$ cat src/rtl/ser2par_framer.sv
// Serial-to-parallel framer: collects 1..W serial bits per frame and presents them
// right-aligned on a valid/ready output, with mid-frame abort and sticky overrun flag.
module ser2par_framer #(
    parameter int unsigned W         = 8,
    parameter bit          MSB_FIRST = 1'b1,
    parameter int unsigned CW        = $clog2(W + 1)
) (
    input  logic          i_clk,
    input  logic          i_rst,
    input  logic          i_en,
    input  logic          i_ser_in,
    input  logic [CW-1:0] i_len,
    input  logic          i_out_ready,
    output logic [W-1:0]  o_par_out,
    output logic          o_out_valid,
    output logic          o_busy,
    output logic          o_aborted,
    output logic          o_overrun
);

    typedef enum logic [1:0] {StIdle, StShift, StHold} state_e;

    localparam logic [CW-1:0] LenMax = CW'(W);

    state_e        r_state;
    logic [CW-1:0] r_cnt;
    logic [CW-1:0] r_lf;
    logic [W-1:0]  r_shift;
    logic [W-1:0]  r_par;
    logic          r_valid;
    logic          r_busy;
    logic          r_aborted;
    logic          r_overrun;

    logic [CW-1:0] w_len_clamped;
    logic [CW-1:0] w_cnt_next;
    logic [W-1:0]  w_first;
    logic [W-1:0]  w_shift_next;
    logic          w_start;

    always_comb begin
        w_len_clamped = (i_len == '0 || i_len > LenMax) ? LenMax : i_len;
        w_cnt_next    = r_cnt + CW'(1);
        w_first       = {{(W - 1){1'b0}}, i_ser_in};
        // MSB-first shifts up from bit 0; LSB-first drops each bit at its arrival index.
        if (MSB_FIRST) begin
            w_shift_next = {r_shift[W-2:0], i_ser_in};
        end else begin
            w_shift_next = r_shift | (W'(i_ser_in) << r_cnt);
        end
        w_start = i_en && ((r_state == StIdle) || (r_state == StHold && i_out_ready));
    end

    always_ff @(posedge i_clk) begin
        if (!i_rst) begin
            r_state   <= StIdle;
            r_cnt     <= '0;
            r_lf      <= '0;
            r_shift   <= '0;
            r_par     <= '0;
            r_valid   <= 1'b0;
            r_busy    <= 1'b0;
            r_aborted <= 1'b0;
            r_overrun <= 1'b0;
        end else begin
            r_aborted <= 1'b0;
            if (w_start) begin
                r_lf <= w_len_clamped;
                if (w_len_clamped == CW'(1)) begin
                    r_par   <= w_first;
                    r_valid <= 1'b1;
                    r_state <= StHold;
                    r_busy  <= 1'b0;
                    r_cnt   <= '0;
                    r_shift <= '0;
                end else begin
                    r_shift <= w_first;
                    r_cnt   <= CW'(1);
                    r_valid <= 1'b0;
                    r_state <= StShift;
                    r_busy  <= 1'b1;
                end
            end else begin
                case (r_state)
                    StIdle: ;
                    StShift: begin
                        if (i_en) begin
                            if (w_cnt_next == r_lf) begin
                                r_par   <= w_shift_next;
                                r_valid <= 1'b1;
                                r_state <= StHold;
                                r_busy  <= 1'b0;
                                r_cnt   <= '0;
                                r_shift <= '0;
                            end else begin
                                r_shift <= w_shift_next;
                                r_cnt   <= w_cnt_next;
                            end
                        end else begin
                            r_aborted <= 1'b1;
                            r_state   <= StIdle;
                            r_busy    <= 1'b0;
                            r_cnt     <= '0;
                            r_shift   <= '0;
                        end
                    end
                    StHold: begin
                        if (i_out_ready) begin
                            r_valid <= 1'b0;
                            r_state <= StIdle;
                        end else if (i_en) begin
                            r_overrun <= 1'b1;
                        end
                    end
                    default: r_state <= StIdle;
                endcase
            end
        end
    end

    assign o_par_out   = r_par;
    assign o_out_valid = r_valid;
    assign o_busy      = r_busy;
    assign o_aborted   = r_aborted;
    assign o_overrun   = r_overrun;

endmodule
$ cat config.mk
export PLATFORM = sky130hd
export DESIGN_NAME = ser2par_framer
export DESIGN_NICKNAME = d
export VERILOG_FILES = /design/src/rtl/ser2par_framer.sv
export SDC_FILE = /design/constraint.sdc
export NUM_CORES = 1
export LEC_CHECK = 0
export ABC_AREA = 1
export ABC_CLOCK_PERIOD_IN_PS = 4200
export CAP_MARGIN = 40
export CORE_UTILIZATION = 30
export DETAILED_ROUTE_END_ITERATION = 12
export HOLD_SLACK_MARGIN = 0.15
export PLACE_DENSITY_LB_ADDON = 0.05
export SYNTH_ARGS = -nofsm -noshare
export SYNTH_HDL_FRONTEND = slang
export SYNTH_SLANG_ARGS = --single-unit
$ cat constraint.sdc
create_clock -name i_clk -period 4.2 [get_ports i_clk]
set_input_delay 1.05 -clock i_clk [delete_from_list [all_inputs] [get_ports i_clk]]
set_output_delay 1.05 -clock i_clk [all_outputs]
set_load 0.1 [all_outputs]
==> results of run 1 <==
[state kept, by name, summed over array words and instances (netlist names)]
| signal | count |
|---|---|
| o_par_out | 8 |
| r_state | 2 |
| r_lf | 4 |
| o_busy | 1 |
| r_cnt | 4 |
| o_overrun | 1 |
| o_out_valid | 1 |
| o_aborted | 1 |
| r_shift | 7 |
[placed cells by master, fill, tap and decap left out, drive strengths merged, types with 5 or more instances in the layout]
cell type      netlist  final
a21oi               25     25
buf                  4     12
clkbuf               1      5
clkdlybuf4s50        0     20
dfxtp               29     29
inv                 19     19
nand2               35     35
nand3               24     24
nand4               12     12
nor2                12     12
o21ai               12     12
[layer usage]
metal,routed length (µm),GRT usage,vias up,share of wire
li1,-,-,674,-
met1,1460,0.191,612,0.44
met2,1620,0.232,31,0.49
met3,178,0.0523,2,0.054
met4,29,0.0658,0,0.0088
met5,0,0,-,0
[stage by stage]
| stage | hold slack, ps | utilization | std cells | worst slack (ps) |
|---|---|---|---|---|
| floorplan | 441 | - | 179 | 2190 |
| global placement | 435 | 0.366 | 246 | 1400 |
| detailed placement | 437 | 0.408 | 258 | 1340 |
| CTS | 447 | 0.425 | 264 | 1630 |
| global route | 487 | 0.425 | 264 | 1460 |
| finish | 444 | 0.425 | 264 | 1630 |
[logic make-up (layout without fill, tap and decap cells)]
family,count (synthesis),in the layout
multiplexers,1,1
AO/OA/AOI/OAI,38,38
flip-flops,29,29
adder cells (fa/ha/maj),1,1
AND/OR/NAND/NOR,85,85
XOR/XNOR,1,1
buffers and inverters,24,57
[area by class of cell]
cell class / instances / area [µm²]
clock buffers: 5 / 68.8
clock inverters: 1 / 5.00
fillers: 425 / 2500
inverters: 19 / 71.3
multi-input cells: 126 / 678
flip-flops and latches: 29 / 581
well taps: 52 / 65.1
repair buffers: 32 / 380
[worst max-delay path, cell delays in order]
cell             delay, ps
clkdlybuf4s50_1        450
inv_1                   40
a21oi_1                190
nand2_2                160
nand2_1                500
nand3_1                150
nand2_1                130
nor2_1                  50
[where the power goes]
group          switching [mW]  internal, mW  total [mW]
Combinational          0.0919        0.0473       0.139
Sequential             0.0149         0.292       0.307
Clock                  0.0981         0.109       0.207
[worst max path at each step]
stage	slack, ps	endpoint	start	cells past startpoint
floorplan	2190	r_shift[0]	i_out_ready	7
global route	1460	r_shift[0]	i_out_ready	8
global placement	1400	o_busy	i_out_ready	8
CTS	1630	r_cnt[0]	i_out_ready	8
finish	1630	r_cnt[0]	i_out_ready	8
detailed placement	1340	r_cnt[0]	i_out_ready	8
==> run summary, run 1 <==
final max-slew violation count - 0
Setup TNS - 0 ps
RR Startpoint - r_cnt[0]
remaining global-route overflow - 0
PostCTS Resize Cnt - 0
FF-to-FF setup slack - 2220 ps
Fin. Hold Viols - 0
post-DP HPWL - 2350 µm
CP startpoint kind - input port
fin nets - 223
Mapped Area - 1360 µm²
worst hold start - o_out_valid
number of synthesized flops with an enable pin - 0
vias in the first global route - 1,227
sequential element share of the synthesized area - 0.427
top cells by count, synth - dfxtp_1 (29), nand2_1 (28), a21oi_1 (24), nand3_1 (22), inv_1 (18)
routed vias/inst - 5.00
largest net degree at the start of global routing - 23
Post-synth ARST share - 0
RePlAce Congestion - 0.765
Final setup viols - 0
largest cells by area after synthesis - dfxtp_1 (43%), a21oi_1 (8.8%), nand3_1 (8.1%)
main combinational cell family by area after synthesis - simple AND/OR/NAND/NOR gates
Area Growth Syn to Fin - 36.1%
First-pass DRT Iterations - 4
Worst Hold Class - reg -> reg
mux contribution to synthesized area - 0.00737
post-synth top area cell - dfxtp_1
leakage power - 0.722 nW
cell with the most instances after synthesis - dfxtp_1
post-route clock skew - 5.64 ps
Final Power - 0.653 mW
CTS max path bufs - 2
initial core utilization - 0.312
crit path time final - 2570 ps
Total Die Area - 4800 µm²
CP Capture Type - register
Hold Path Stages - 2
Placement Cell Area - 1780 µm²
synth unique cells - 28
Starting DRT DRC Count - 46
WS Path Type - in -> reg
RSZ-0062 raised after global routing - false
r2r endpoint - r_cnt[0]
Yosys warnings - 0
CP arrival - 2730 ps
H-tree depth - 2
Routed Antenna Nets - 0
Inserted Clock Buffers - 5
outcome - finished, final reports clean
design area - 1850 µm²
PD cells - 353 nW/µm²
max frequency - 389 MHz
Worst-path clk slew - 60 ps
max cap viols - 0
DR WL/cell - 12.4 µm
slew at the pin closest to its max-slew limit - 702 ps
syn_area_per_cell - 7.59 µm²
die extent in x - 69.3 µm
Synth Flop Type - dfxtp_1
WHS Endpoint - o_out_valid
final worst-path cycle share - 0.611
total track usage - 0.151
initial antenna violation count - 0
DRT Wirelength - 3290 µm
Syn Nets - 189
first-pass GRT wire length - 5640 µm
via count - 1,319
XOR/XNOR share of the synthesized area - 0.00645
synthesized-area fraction occupied by adder cells - 0.00921
CTS tree - built
maximum vdd drop - 0.172 mV
r2r worst-path depth - 9
Compound-Gate Fraction of Synth Area - 0.145
Synth Register Bits - 29
CP max FO - 22
row cnt - 24
Worst EP required - 4360 ps
Ant. Diodes - 0
DR DRC count - 0
Simple-Gate Fraction of Synth Area - 0.331
PortBufs - 20
# IOs - 21
CTS Hold Bufs - 0
Core Region - 4350 µm²
TritonCTS Sinks - 29
slew margin rel. - 0.530
Syn Inst Count - 179
ratio of cells with drive above 1 in the final layout - 0.151
Yosys top cell area share - 0.427
CTS root buf - clkbuf_8
Chip Height - 69.3 µm
Clk Latency, worst-skew pair - 280 ps
Post-CTS Setup Bufs - 0
Note: power is estimated with default switching activity, not from simulation.
==> run 2: changes to the inputs <==
--- a/config.mk
+++ b/config.mk
@@ -6,7 +6,7 @@
 export NUM_CORES = 1
 export LEC_CHECK = 0
 export ABC_AREA = 1
-export ABC_CLOCK_PERIOD_IN_PS = 4200
+export ABC_CLOCK_PERIOD_IN_PS = 2500
 export CAP_MARGIN = 40
 export CORE_UTILIZATION = 30
 export DETAILED_ROUTE_END_ITERATION = 12
==> constraint.sdc (replaced) <==
create_clock -name i_clk -period 2.5 [get_ports i_clk]
set_input_delay 0.625 -clock i_clk [delete_from_list [all_inputs] [get_ports i_clk]]
set_output_delay 0.625 -clock i_clk [all_outputs]
set_load 0.1 [all_outputs]
==> run summary, run 2 (same netlist as run 1, synthesis figures left out) <==
outcome - finished, final reports clean
max cap viols - 0
TritonCTS Sinks - 29
ratio of cells with drive above 1 in the final layout - 0.180
Chip Height - 69.3 µm
Final Power - 1.15 mW
RePlAce Congestion - 0.746
DRT Wirelength - 3210 µm
Total Die Area - 4800 µm²
PortBufs - 20
total track usage - 0.142
worst hold start - o_out_valid
area occupied by registers - 581 µm²
fill count - 459
PD cells - 681 nW/µm²
# IOs - 21
First-pass DRT Iterations - 4
die extent in x - 69.3 µm
DR DRC count - 0
Final setup viols - 0
leakage power - 0.689 nW
CP Capture Type - register
CP max FO - 12
crit path time final - 2030 ps
Ant. Diodes - 0
post-DP HPWL - 2430 µm
Worst EP required - 2700 ps
most common cell after layout, fill and taps aside - dfxtp_1
initial antenna violation count - 0
maximum vdd drop - 0.320 mV
area of the multi-input gates - 678 µm²
Core Region - 4350 µm²
CP arrival - 2230 ps
CTS max path bufs - 2
row cnt - 24
Worst Hold Class - reg -> reg
post-route clock skew - 4.30 ps
Routed Antenna Nets - 0
via count - 1,256
CP startpoint kind - input port
H-tree depth - 2
worst setup path startpoint - i_out_ready
final worst-path cycle share - 0.812
slew margin rel. - 0.690
CTS Hold Bufs - 0
vias in the first global route - 1,176
max reg flops - 8
fin nets - 214
Setup TNS - 0 ps
Placement Cell Area - 1590 µm²
Fin. Hold Viols - 0
initial core utilization - 0.312
commonest cells after routing, fill and taps aside - dfxtp_1 (29), nand2_1 (28), a21oi_1 (24)
Worst-path clk slew - 60 ps
WS Path Type - in -> reg
Starting DRT DRC Count - 43
Clk Latency, worst-skew pair - 270 ps
first-pass GRT wire length - 5330 µm
remaining global-route overflow - 0
design area - 1690 µm²
routed vias/inst - 4.89
slew at the pin closest to its max-slew limit - 464 ps
Inserted Clock Buffers - 5
RSZ-0062 raised after global routing - false
PostCTS Resize Cnt - 0
largest net degree at the start of global routing - 15
DR WL/cell - 12.5 µm
Area Growth Syn to Fin - 24.3%
Post-CTS Setup Bufs - 0
CTS root buf - clkbuf_8
CTS tree - built
max frequency - 493 MHz
final max-slew violation count - 0
RR Startpoint - r_cnt[0]
run 2: changes by cell type in the layout (fill, tap and decap cells not counted):
| cell | previous run | this run |
|---|---|---|
| clkbuf_8 | 5 | 7 |
| clkdlybuf4s50_1 | 20 | 8 |
| buf_4 | 0 | 15 |
| buf_8 | 12 | 0 |
run 2: cell type report:
class                   count  share of cell area
clock inverters             1             0.00296
multi-input cells         126               0.401
clock buffers               7              0.0570
repair buffers             23               0.114
well taps                  52              0.0385
flip-flops and latches     29               0.344
inverters                  19              0.0422
run 2: worst max-delay path, stage by stage:
cell	delay [ps]
clkdlybuf4s50_1	450
inv_1	40
a21oi_1	190
nand2_2	150
nand2_1	300
buf_4	240
o21ai_0	80
a21oi_1	140
run 2: path summary, 6_finish.rpt:
kind | endpoint | slack, ps | cells past startpoint
worst max-delay path | r_shift[3] | 470 | 8
worst min-delay path | o_out_valid | 450 | 2
worst max register to register | r_shift[0] | 580 | 9
worst min register to register | o_out_valid | 450 | 2
run 2: through the flow:
stage                     hold WS, ps  utilization  instances  setup slack [ps]
final                             451        0.388        257               470
after global routing              472        0.388        257               335
after CTS                         461        0.388        257               457
after global placement            438        0.365        249               243
after detailed placement          451        0.365        249               173
after floorplan                   441            -        179               912
run 2: report_power, final:
group,switching (mW),internal [mW]
sequential,0.0244,0.490
combinational,0.151,0.0705
clock,0.166,0.248
total,0.342,0.809
run 2: routing by layer:
metal,track usage,wire [µm],vias to the layer above
met1,0.170,1500,576
met4,0.0476,29,0
met5,0,0,-
li1,-,-,657
met3,0.0436,118,4
met2,0.239,1570,19
==> run 3: changes to the inputs <==
--- a/config.mk
+++ b/config.mk
@@ -6,7 +6,7 @@
 export NUM_CORES = 1
 export LEC_CHECK = 0
 export ABC_AREA = 1
-export ABC_CLOCK_PERIOD_IN_PS = 2500
+export ABC_CLOCK_PERIOD_IN_PS = 1990
 export CAP_MARGIN = 40
 export CORE_UTILIZATION = 30
 export DETAILED_ROUTE_END_ITERATION = 12
==> constraint.sdc (replaced) <==
create_clock -name i_clk -period 1.99 [get_ports i_clk]
set_input_delay 0.4975 -clock i_clk [delete_from_list [all_inputs] [get_ports i_clk]]
set_output_delay 0.4975 -clock i_clk [all_outputs]
set_load 0.1 [all_outputs]
==> run summary, run 3 (same netlist as run 1, synthesis figures left out) <==
outcome - finished, final reports clean
row cnt - 24
CTS Hold Bufs - 0
remaining global-route overflow - 0
Chip Height - 69.3 µm
met2 routed WL - 1520 µm
fin nets - 218
H-tree depth - 2
Starting DRT DRC Count - 66
Routed Antenna Nets - 0
Post-CTS Setup Bufs - 0
routed vias/inst - 4.93
crit path time final - 1760 ps
final max-slew violation count - 0
DR WL/cell - 12.6 µm
first-pass GRT wire length - 5690 µm
largest net degree at the start of global routing - 20
PD cells - 787 nW/µm²
placed cells - 253
FF-to-FF setup slack - 230 ps
Worst EP required - 2150 ps
max layer used - met4
slew margin rel. - 0.649
Clk Latency, worst-skew pair - 270 ps
vias in the first global route - 1,306
ratio of cells with drive above 1 in the final layout - 0.188
CP Capture Type - register
Core Region - 4350 µm²
Area Growth Syn to Fin - 35.5%
Worst Hold Class - reg -> reg
die extent in x - 69.3 µm
CP peak stage delay - 400 ps
worst setup path startpoint - r_cnt[1]
max frequency - 568 MHz
critical path's top delay family - simple AND/OR/NAND/NOR gates
max reg flops - 8
# IOs - 21
slew at the pin closest to its max-slew limit - 526 ps
WL met1 - 1560 µm
crit-path cells - ha_1 > xnor2_1 > nand2_2 > nor2_8 > nand2_2 > nand2_1 > nand3_1 > nand2_1 > nor2_1
met3 WL - 117 µm
Final setup viols - 0
most common cell after layout, fill and taps aside - dfxtp_1
CP max FO - 11
Inserted Clock Buffers - 5
RePlAce Congestion - 0.736
Crit path buffers/inverters - 0
PortBufs - 20
RR Startpoint - r_cnt[1]
fill count - 426
Ant. Diodes - 0
First-pass DRT Iterations - 4
via count - 1,281
post-DP HPWL - 2420 µm
CTS tree - built
maximum vdd drop - 0.409 mV
post-route clock skew - 5.58 ps
PostCTS Resize Cnt - 0
worst hold start - r_lf[0]
CTS root buf - clkbuf_8
total track usage - 0.149
Fin. Hold Viols - 0
Worst-path clk slew - 60 ps
Final Non-Filler Cells - 260
CTS max path bufs - 2
CP arrival - 1920 ps
Total Die Area - 4800 µm²
TritonCTS Sinks - 29
WS Path Type - reg -> reg
DR DRC count - 0
leakage power - 0.732 nW
max cap viols - 0
Setup TNS - 0 ps
final worst-path cycle share - 0.885
commonest cells after routing, fill and taps aside - dfxtp_1 (29), nand2_1 (28), a21oi_1 (24)
DRT Wirelength - 3270 µm
CP startpoint kind - register
Worst path slowest cell - dfxtp_1
RSZ-0062 raised after global routing - false
initial core utilization - 0.312
initial antenna violation count - 0
run 3: changes by cell type in the layout (fill, tap and decap cells not counted), sizes merged:
cell,previous run,this run
buf,15,19
clkinv,1,0
run 3: layer usage:
layer  up-vias  track usage
li1        668            -
met1       582        0.182
met2        23        0.246
met3         8       0.0378
met4         0       0.0658
met5         -            0
run 3: report_power, final:
group / switching, mW / total [mW] / leakage (nW) / internal, mW
Combinational: 0.200 / 0.325 / 0.451 / 0.125
Sequential: 0.0309 / 0.647 / 0.237 / 0.616
Clock: 0.203 / 0.476 / 0.0443 / 0.274
run 3: cell type report:
type / count / area [µm²] / share of cell area
sequential: 29 / 581 / 0.315
inverter: 19 / 71.3 / 0.0387
clock buffer: 7 / 86.3 / 0.0469
multi-input combinational: 126 / 678 / 0.368
tap: 52 / 65.1 / 0.0353
timing repair buffer: 27 / 360 / 0.196
run 3: stage by stage:
step | utilization | hold WS (ps) | cell area (µm²) | worst slack, ps | power (mW)
2_1_floorplan | - | 441 | 1360 | 420 | 0.870
3_5_place_dp | 0.403 | 462 | 1760 | 2.31 | 0.986
6_report | 0.423 | 465 | 1840 | 230 | 1.45
5_1_grt | 0.423 | 507 | 1840 | 88.0 | 1.53
4_1_cts | 0.423 | 471 | 1840 | 232 | 1.47
3_3_place_gp | 0.403 | 452 | 1760 | 47.8 | 0.981
run 3: final timing paths:
path	cells after the start	endpoint
max	9	r_cnt[0]
min	2	r_lf[0]
max reg2reg	9	r_cnt[0]
min reg2reg	2	r_lf[0]
run 3: worst register-to-register path, cell delays in order (launching register included):
cell	delay, ps
dfxtp_1	400
ha_1	290
xnor2_1	180
nand2_2	110
nor2_8	160
nand2_2	170
nand2_1	100
nand3_1	60
nand2_1	130
nor2_1	50
